[src/rtl/mmu_reg_access_ctrl_pkg.sv]
// Shared types for the MMU special-register access controller: register select
// encoding, request record and controller states.
package mmu_reg_access_ctrl_pkg;

  localparam int NTHREAD    = 4;
  localparam int TID_W      = (NTHREAD > 1) ? $clog2(NTHREAD) : 1;
  localparam int MMUREG_NUM = 5;

  typedef enum logic [2:0] {
    MMUREG_CTRL   = 3'd0,
    MMUREG_CTXPTR = 3'd1,
    MMUREG_CTX    = 3'd2,
    MMUREG_FSR    = 3'd3,
    MMUREG_FAR    = 3'd4
  } mmu_reg_sel_e;

  typedef struct packed {
    logic             we;
    logic [2:0]       sel;
    logic [TID_W-1:0] tid;
    logic [31:0]      wdata;
  } mmu_reg_req_t;

  typedef enum logic [1:0] {
    ST_IDLE    = 2'd0,
    ST_RD_WAIT = 2'd1,
    ST_RSP     = 2'd2
  } state_e;

  function automatic logic sel_legal(input logic [2:0] sel);
    return sel < 3'(MMUREG_NUM);
  endfunction

endpackage

[src/rtl/mmu_reg_access_ctrl.sv]
// Arbitrates IU ASI accesses and walker fault logging onto the per-thread MMU
// special-register RAMs; sequences registered reads and FSR read-to-clear.
//
// state      | meaning
// ST_IDLE    | accepting requests; writes complete here
// ST_RD_WAIT | RAM read in flight; capture data, issue FSR clear
// ST_RSP     | response held until rsp_ready_i
module mmu_reg_access_ctrl
  import mmu_reg_access_ctrl_pkg::*;
#(
  parameter bit LUTRAMPROT = 1'b1,
  parameter bit FSR_RDCLR  = 1'b1
) (
  input  logic                         clk_i,
  input  logic                         rst_i,
  input  logic                         req_valid_i,
  output logic                         req_ready_o,
  input  logic                         req_we_i,
  input  logic [2:0]                   req_sel_i,
  input  logic [TID_W-1:0]             req_tid_i,
  input  logic [31:0]                  req_wdata_i,
  input  logic                         flt_valid_i,
  input  logic [TID_W-1:0]             flt_tid_i,
  input  logic [31:0]                  flt_fsr_i,
  input  logic [31:0]                  flt_far_i,
  output logic                         rsp_valid_o,
  input  logic                         rsp_ready_i,
  output logic [31:0]                  rsp_data_o,
  output logic                         rsp_err_o,
  output logic [TID_W-1:0]             reg_rtid_o,
  output logic [TID_W-1:0]             reg_wtid_o,
  output logic [MMUREG_NUM-1:0]        reg_we_o,
  output logic [MMUREG_NUM-1:0][31:0]  reg_wdata_o,
  input  logic [MMUREG_NUM-1:0][31:0]  reg_rdata_i,
  input  logic [MMUREG_NUM-1:0]        reg_luterr_i
);

  state_e           state_q, state_d;
  logic [2:0]       sel_q, sel_d;
  logic [TID_W-1:0] tid_q, tid_d;
  logic             sup_q, sup_d;
  logic             clr_pend_q, clr_pend_d;
  logic [31:0]      rsp_data_q, rsp_data_d;
  logic             rsp_err_q, rsp_err_d;

  mmu_reg_req_t     req;
  logic             wr_conflict;
  logic             accept;

  assign req = '{we: req_we_i, sel: req_sel_i, tid: req_tid_i, wdata: req_wdata_i};

  assign rsp_valid_o = (state_q == ST_RSP);
  assign rsp_data_o  = rsp_data_q;
  assign rsp_err_o   = rsp_err_q;

  always_comb begin
    state_d     = state_q;
    sel_d       = sel_q;
    tid_d       = tid_q;
    sup_d       = sup_q;
    clr_pend_d  = clr_pend_q;
    rsp_data_d  = rsp_data_q;
    rsp_err_d   = rsp_err_q;
    req_ready_o = 1'b0;
    accept      = 1'b0;
    reg_rtid_o  = tid_q;
    reg_wtid_o  = flt_tid_i;
    reg_we_o    = '0;
    reg_wdata_o = '0;

    // The write tid is shared, so a parallel ASI write must target the fault's thread.
    wr_conflict = req.we && flt_valid_i && sel_legal(req.sel) &&
                  ((req.sel >= MMUREG_FSR) || (req.tid != flt_tid_i));

    if (flt_valid_i) begin
      reg_we_o[MMUREG_FSR]    = 1'b1;
      reg_we_o[MMUREG_FAR]    = 1'b1;
      reg_wdata_o[MMUREG_FSR] = flt_fsr_i;
      reg_wdata_o[MMUREG_FAR] = flt_far_i;
    end

    // A deferred clear waits for a fault-free cycle; a same-thread fault supersedes it.
    if (clr_pend_q) begin
      if (!flt_valid_i) begin
        reg_we_o[MMUREG_FSR]    = 1'b1;
        reg_wdata_o[MMUREG_FSR] = '0;
        reg_wtid_o              = tid_q;
        clr_pend_d              = 1'b0;
      end else if (flt_tid_i == tid_q) begin
        clr_pend_d = 1'b0;
      end
    end

    case (state_q)
      ST_IDLE: begin
        reg_rtid_o  = req.tid;
        req_ready_o = !rst_i && !clr_pend_q && !wr_conflict;
        accept      = req_valid_i && req_ready_o;
        if (accept) begin
          if (req.we) begin
            if (sel_legal(req.sel)) begin
              reg_we_o[req.sel]    = 1'b1;
              reg_wdata_o[req.sel] = req.wdata;
              reg_wtid_o           = req.tid;
            end
          end else begin
            sel_d   = req.sel;
            tid_d   = req.tid;
            sup_d   = flt_valid_i && (flt_tid_i == req.tid);
            state_d = ST_RD_WAIT;
          end
        end
      end
      ST_RD_WAIT: begin
        if (sel_legal(sel_q)) begin
          rsp_data_d = reg_rdata_i[sel_q];
          rsp_err_d  = LUTRAMPROT && reg_luterr_i[sel_q];
        end else begin
          rsp_data_d = '0;
          rsp_err_d  = 1'b1;
        end
        if (FSR_RDCLR && (sel_q == MMUREG_FSR) && !sup_q &&
            !(flt_valid_i && (flt_tid_i == tid_q))) begin
          if (flt_valid_i) begin
            clr_pend_d = 1'b1;
          end else begin
            reg_we_o[MMUREG_FSR]    = 1'b1;
            reg_wdata_o[MMUREG_FSR] = '0;
            reg_wtid_o              = tid_q;
          end
        end
        state_d = ST_RSP;
      end
      ST_RSP: begin
        if (rsp_ready_i) state_d = ST_IDLE;
      end
      default: state_d = ST_IDLE;
    endcase
  end

  always_ff @(posedge clk_i) begin
    if (rst_i) begin
      state_q    <= ST_IDLE;
      sel_q      <= '0;
      tid_q      <= '0;
      sup_q      <= 1'b0;
      clr_pend_q <= 1'b0;
      rsp_data_q <= '0;
      rsp_err_q  <= 1'b0;
    end else begin
      state_q    <= state_d;
      sel_q      <= sel_d;
      tid_q      <= tid_d;
      sup_q      <= sup_d;
      clr_pend_q <= clr_pend_d;
      rsp_data_q <= rsp_data_d;
      rsp_err_q  <= rsp_err_d;
    end
  end

endmodule

[config.mk]
export PLATFORM = sky130hd
export DESIGN_NAME = mmu_reg_access_ctrl
export DESIGN_NICKNAME = d
export VERILOG_FILES = /design/src/rtl/mmu_reg_access_ctrl_pkg.sv /design/src/rtl/mmu_reg_access_ctrl.sv
export SDC_FILE = /design/constraint.sdc
export NUM_CORES = 1
export LEC_CHECK = 0
export CORE_AREA = 2 2 186 188
export CTS_BUF_LIST = sky130_fd_sc_hd__clkbuf_4
export DETAILED_ROUTE_END_ITERATION = 12
export DIE_AREA = 0 0 188 190
export MAX_ROUTING_LAYER = met4
export PLACE_DENSITY_LB_ADDON = 0.15
export SETUP_SLACK_MARGIN = 0.15
export SLEW_MARGIN = 20
export SYNTH_ARGS = -nofsm -noshare
export SYNTH_HDL_FRONTEND = slang
export SYNTH_SLANG_ARGS = --single-unit
[constraint.sdc]
create_clock -name clk_i -period 2.75 [get_ports clk_i]
set_input_delay 0.55 -clock clk_i [delete_from_list [all_inputs] [get_ports clk_i]]
set_output_delay 0.55 -clock clk_i [all_outputs]
set_load 0.05 [all_outputs]
Yosys cells after proc, flatten, opt, wreduce, memory -nomap -nowiden
Index checks and enable logic that the tools add are counted.
{"block": "totals", "register_bits": 42, "in_bits": 274, "wordCells": 97}
{"block": "op_classes", "n_lt_le_gt_ge": 6, "n_eq_ne": 9, "mux": 53, "bitwise_logic": 2, "n_reduce_logical": 20}
{"op": "160-bit two-way mux", "count": 3}
{"op": "32-bit two-way mux", "count": 8}
{"op": "160-bit bitwise mux", "count": 1}
{"op": "32-bit binary-select mux with 3-bit select", "count": 1}
{"op": "32-bit demux with 3-bit select", "count": 1}
{"op": "96-bit two-way mux", "count": 1}
{"op": "64-bit two-way mux", "count": 1}
{"op": "32-bit one-hot mux with 2 select lines", "count": 1}
{"op": "2-bit two-way mux", "count": 12}
{"op": "1-bit two-way mux", "count": 15}
{"op": "5-bit two-way mux", "count": 3}
{"op": "1-bit logical AND", "count": 11}
{"op": "3-bit by 4-bit less-than comparator with 1-bit output, second input constant", "count": 2}
{"op": "3-bit less-than comparator, second input constant", "count": 2}
{"op": "2-bit one-hot mux with 3 select lines", "count": 1}
{"op": "3-bit AND reduction", "count": 2}
{"op": "1-bit zero test", "count": 5}
{"op": "5-bit OR", "count": 1}
{"op": "2-bit equality test", "count": 2}
{"op": "2-bit != test, second input constant", "count": 2}
{"op": "2-bit one-hot mux with 2 select lines", "count": 1}
{"op": "1-bit binary-select mux with 3-bit select", "count": 1}
{"op": "1-bit demux with 3-bit select", "count": 1}
{"op": "3-bit by 2-bit equality test with 1-bit output, second input constant", "count": 1}
{"op": "11 further kinds", "count": 11}

Depth between registers and ports, before layout
{"block": "depth", "ltp_word": 9, "ltp_mapped": 8}

Worst setup path before layout
No wires, ideal clock.
{"block": "synth_path", "path_type": "input-to-output", "startpoint": "in req_sel_i[2]", "endpoint": "out reg_wdata_o[104] in the netlist's numbering", "t_arrival_ps": 2452, "t_required_ps": 2200, "setup_slack_ps": -252, "cell_stages": 6, "path_buffers": 2, "path_cell_list": "buf_2 o21ai_0 nand3_1 nand4_1 clkbuf_1 o21ai_0"}
{"element": "start: declaration", "line_no": "mmu_reg_access_ctrl.sv:19", "rtl": "input logic [2:0] req_sel_i,"}
{"element": "end: declaration", "line_no": "mmu_reg_access_ctrl.sv:33", "rtl": "output logic [MMUREG_NUM-1:0][31:0] reg_wdata_o,"}

==> flow_summary.json <==
{
  "fin_crit_ns": 2.95,
  "syn_area_um2": 4090,
  "cts_tree": "done",
  "synth_area_per_cell_um2": 7.74,
  "leakage_uw": 0.00478,
  "ys.flop_type": "dfxtp_1",
  "rsz0062_at_grt": "true",
  "synth_seq_cells": 42,
  "required_ns": 2.20,
  "rr_worst_depth": 6,
  "path_cells": "buf_2 > nor4_4 > and3_4 > buf_6 > buf_6 > nand2_4 > nor3_4 > buf_12 > buf_12 > buf_16 > a22o_1 > buf_12",
  "worstHoldEndpoint": "rsp_data_o[8]$_SDFFE_PP0P_",
  "grt_pass1_vias": 6822,
  "cap_violations": 0,
  "dr.first_iter.drc_count": 142,
  "numCtsBuffers": 5,
  "power_density_nw_per_um2": 209,
  "violations": "negative setup slack",
  "ys_warn_count": 0,
  "drive_gt1_frac": 0.455,
  "worst_setup_path_end_kind": "output pin",
  "cts_hold_buf": 0,
  "r2r_setup_slack_ns": 1.05,
  "final_cell_mix": "296 x clkdlybuf4s50_1, 191 x buf_12, 103 x nand2_1, 99 x nor2_4, 44 x buf_4",
  "criticalPathCategory": "in2out",
  "power_uw": 2810,
  "start_kind": "primary input",
  "layout_commonest_cell": "clkdlybuf4s50_1",
  "clk_latency_ns": 0.37,
  "grtUsageTotal": 0.180,
  "die_height_um": 190,
  "ios": 478,
  "detail_route.wl_per_cell_um": 21.6,
  "vdd_ir_drop_max_uv": 182,
  "synthCells": 528,
  "async_reset_ff_frac": 0,
  "fill_cells": 3244,
  "cts_max_path_buffers": 2,
  "max_slew_margin": 0.561,
  "cp_common_cell": "buf_12",
  "rr_endpoint": "rsp_err_o$_SDFFE_PP0P_",
  "dieArea_um2": 35700,
  "r2r_start": "sel_q[1]$_SDFFE_PP0P_",
  "synth.top_cell.area_share": 0.206,
  "port_buffers": 477,
  "placed_area_um2": 11800,
  "fin_worst_skew_ns": 0.0336,
  "drv_slew": 0,
  "fin_nets": 1326,
  "drt_first_pass_iters": 4,
  "gr-total-overflow": 0,
  "antenna_left": 0,
  "dpl.hpwl_um": 24700,
  "timing.fmax_mhz": 340,
  "hold_slack_ns": 0.467,
  "dp.cells": 1468,
  "setup_slack_ns": -0.195,
  "die_w_um": 188,
  "synth_nets": 802,
  "setup_viol": 137,
  "yosysTopAreaCell": "dfxtp_1",
  "synth_cell_types": 39,
  "hp-class": "reg2reg",
  "cts_sinks": 42,
  "synthTopCellsByArea": "dfxtp_1 21%, mux4_2 18%, nand2_1 9.6%",
  "fin_cells": 1512,
  "vias_per_cell": 4.11,
  "crit_slowest_cell": "nor4_4",
  "cts-htree-levels": 2,
  "vias": 6208,
  "critPathMaxFanout": 5,
  "grt_first_pass_wirelength_um": 46300,
  "route.detailed.drc": 0,
  "rows": 68,
  "synth.yosys.seq_area_share": 0.206,
  "core_um2": 33900,
  "antenna_found_initial": 5,
  "syn2layout_area_growth_pct": 229,
  "path_clk_slew_ns": 0.13,
  "status": "finished with violations",
  "hold_viol": 0,
  "final_cell_area_um2": 13500,
  "start_util": 0.120,
  "critPathArrivalTime_ns": 2.40,
  "hp-start": "rsp_data_o[8]$_SDFFE_PP0P_",
  "grt_max_degree": 73,
  "synth-edff-count": 0,
  "finalWirelength_um": 32700,
  "worst_slew_pin_slew_ns": 0.659,
  "place_ws_ns": -0.515,
  "min_period_over_period": 1.07,
  "place_congestion": 0.822,
  "root_buffer": "clkbuf_4",
  "hold_depth": 2,
  "slowest_delay_ns": 0.33
}
==> stage by stage <==
step,setup TNS (ns),util
final,-16.78,0.397
after detailed placement,-58.62,0.347
after CTS,-28.89,0.385
after floorplan,-6.88,-
after global placement,-53.16,0.347
after global routing,-31.91,0.397
==> power by group <==
part | switching [uW] | internal (uW)
Clock | 224 | 202
Sequential | 15.1 | 634
Combinational | 832 | 907
Total | 1070 | 1740
==> state kept, by name, indices dropped and copies added (netlist names) <==
| name | count |
|---|---|
| clr_pend_q | 1 |
| rsp_err_o | 1 |
| tid_q | 2 |
| sup_q | 1 |
| sel_q | 3 |
| rsp_data_o | 32 |
| state_q | 2 |
==> area by class of cell <==
| class | instances | area (um2) | area share |
|---|---|---|---|
| antenna | 4 | 10.0 | 0.000743 |
| clock buffer | 6 | 45.0 | 0.00335 |
| clock inverter | 2 | 37.5 | 0.00279 |
| inverter | 6 | 22.5 | 0.00167 |
| multi-input combinational | 430 | 4200 | 0.312 |
| sequential | 42 | 850 | 0.0631 |
| tap | 455 | 569 | 0.0423 |
| timing repair buffer | 567 | 7730 | 0.574 |
==> cells by family after synthesis <==
kind of cell | Yosys count | share of synthesized area
buffers and inverters | 56 | 0.0744
and+or+nand+nor | 236 | 0.258
AOI/OAI and AO/OA | 121 | 0.184
muxes | 69 | 0.270
xor gates and xnor gates | 4 | 0.00857
DFF | 42 | 0.206
==> routing by layer <==
layer	wire length, um	GRT usage
met3	2700	0.0557
met1	12300	0.193
met2	17400	0.326
met4	321	0.0363
met5	0	-
==> cells in the mapped netlist (3+ instances only) <==
master    number
a21oi_1        5
a22o_1        32
buf_1          4
buf_12         3
buf_2         12
buf_6          4
clkbuf_1      27
dfxtp_1       42
inv_1          6
mux2i_1       36
mux4_2        33
nand2_1      105
nand2b_1       5
nor2_1        78
nor2_2        29
nor3_1         3
o21ai_0       73
or2_2          3
xor2_1         4
==> worst max-delay path by stage <==
stage | start | end | slack, ns | cells after the start
after floorplan | req_sel_i[2] | reg_wdata_o[35] | -0.14 | 7
after CTS | state_q[1]$_SDFFE_PP0P_ | reg_wdata_o[59] | -0.26 | 7
after global routing | state_q[0]$_SDFFE_PP0P_ | reg_wdata_o[159] | -0.31 | 11
after global placement | flt_tid_i[0] | reg_wdata_o[34] | -0.47 | 8
final | rst_i | reg_wdata_o[130] | -0.20 | 12
after detailed placement | flt_tid_i[0] | reg_wdata_o[34] | -0.52 | 8
==> worst max-delay path: cells and delay by family <==
family	cells	cell delay (ns)
simple gates	4	0.82
buf+inv	7	0.86
compound gates	1	0.17
==> repair_timing <==
item | CTS | global route
pin swaps | 89 | 62
cloned | 12 | 4
resized for setup | 195 | 54
setup buffers | 11 | 5
endpoints found under the setup margin | 168 | 168
(Power assumes the default switching activity.)
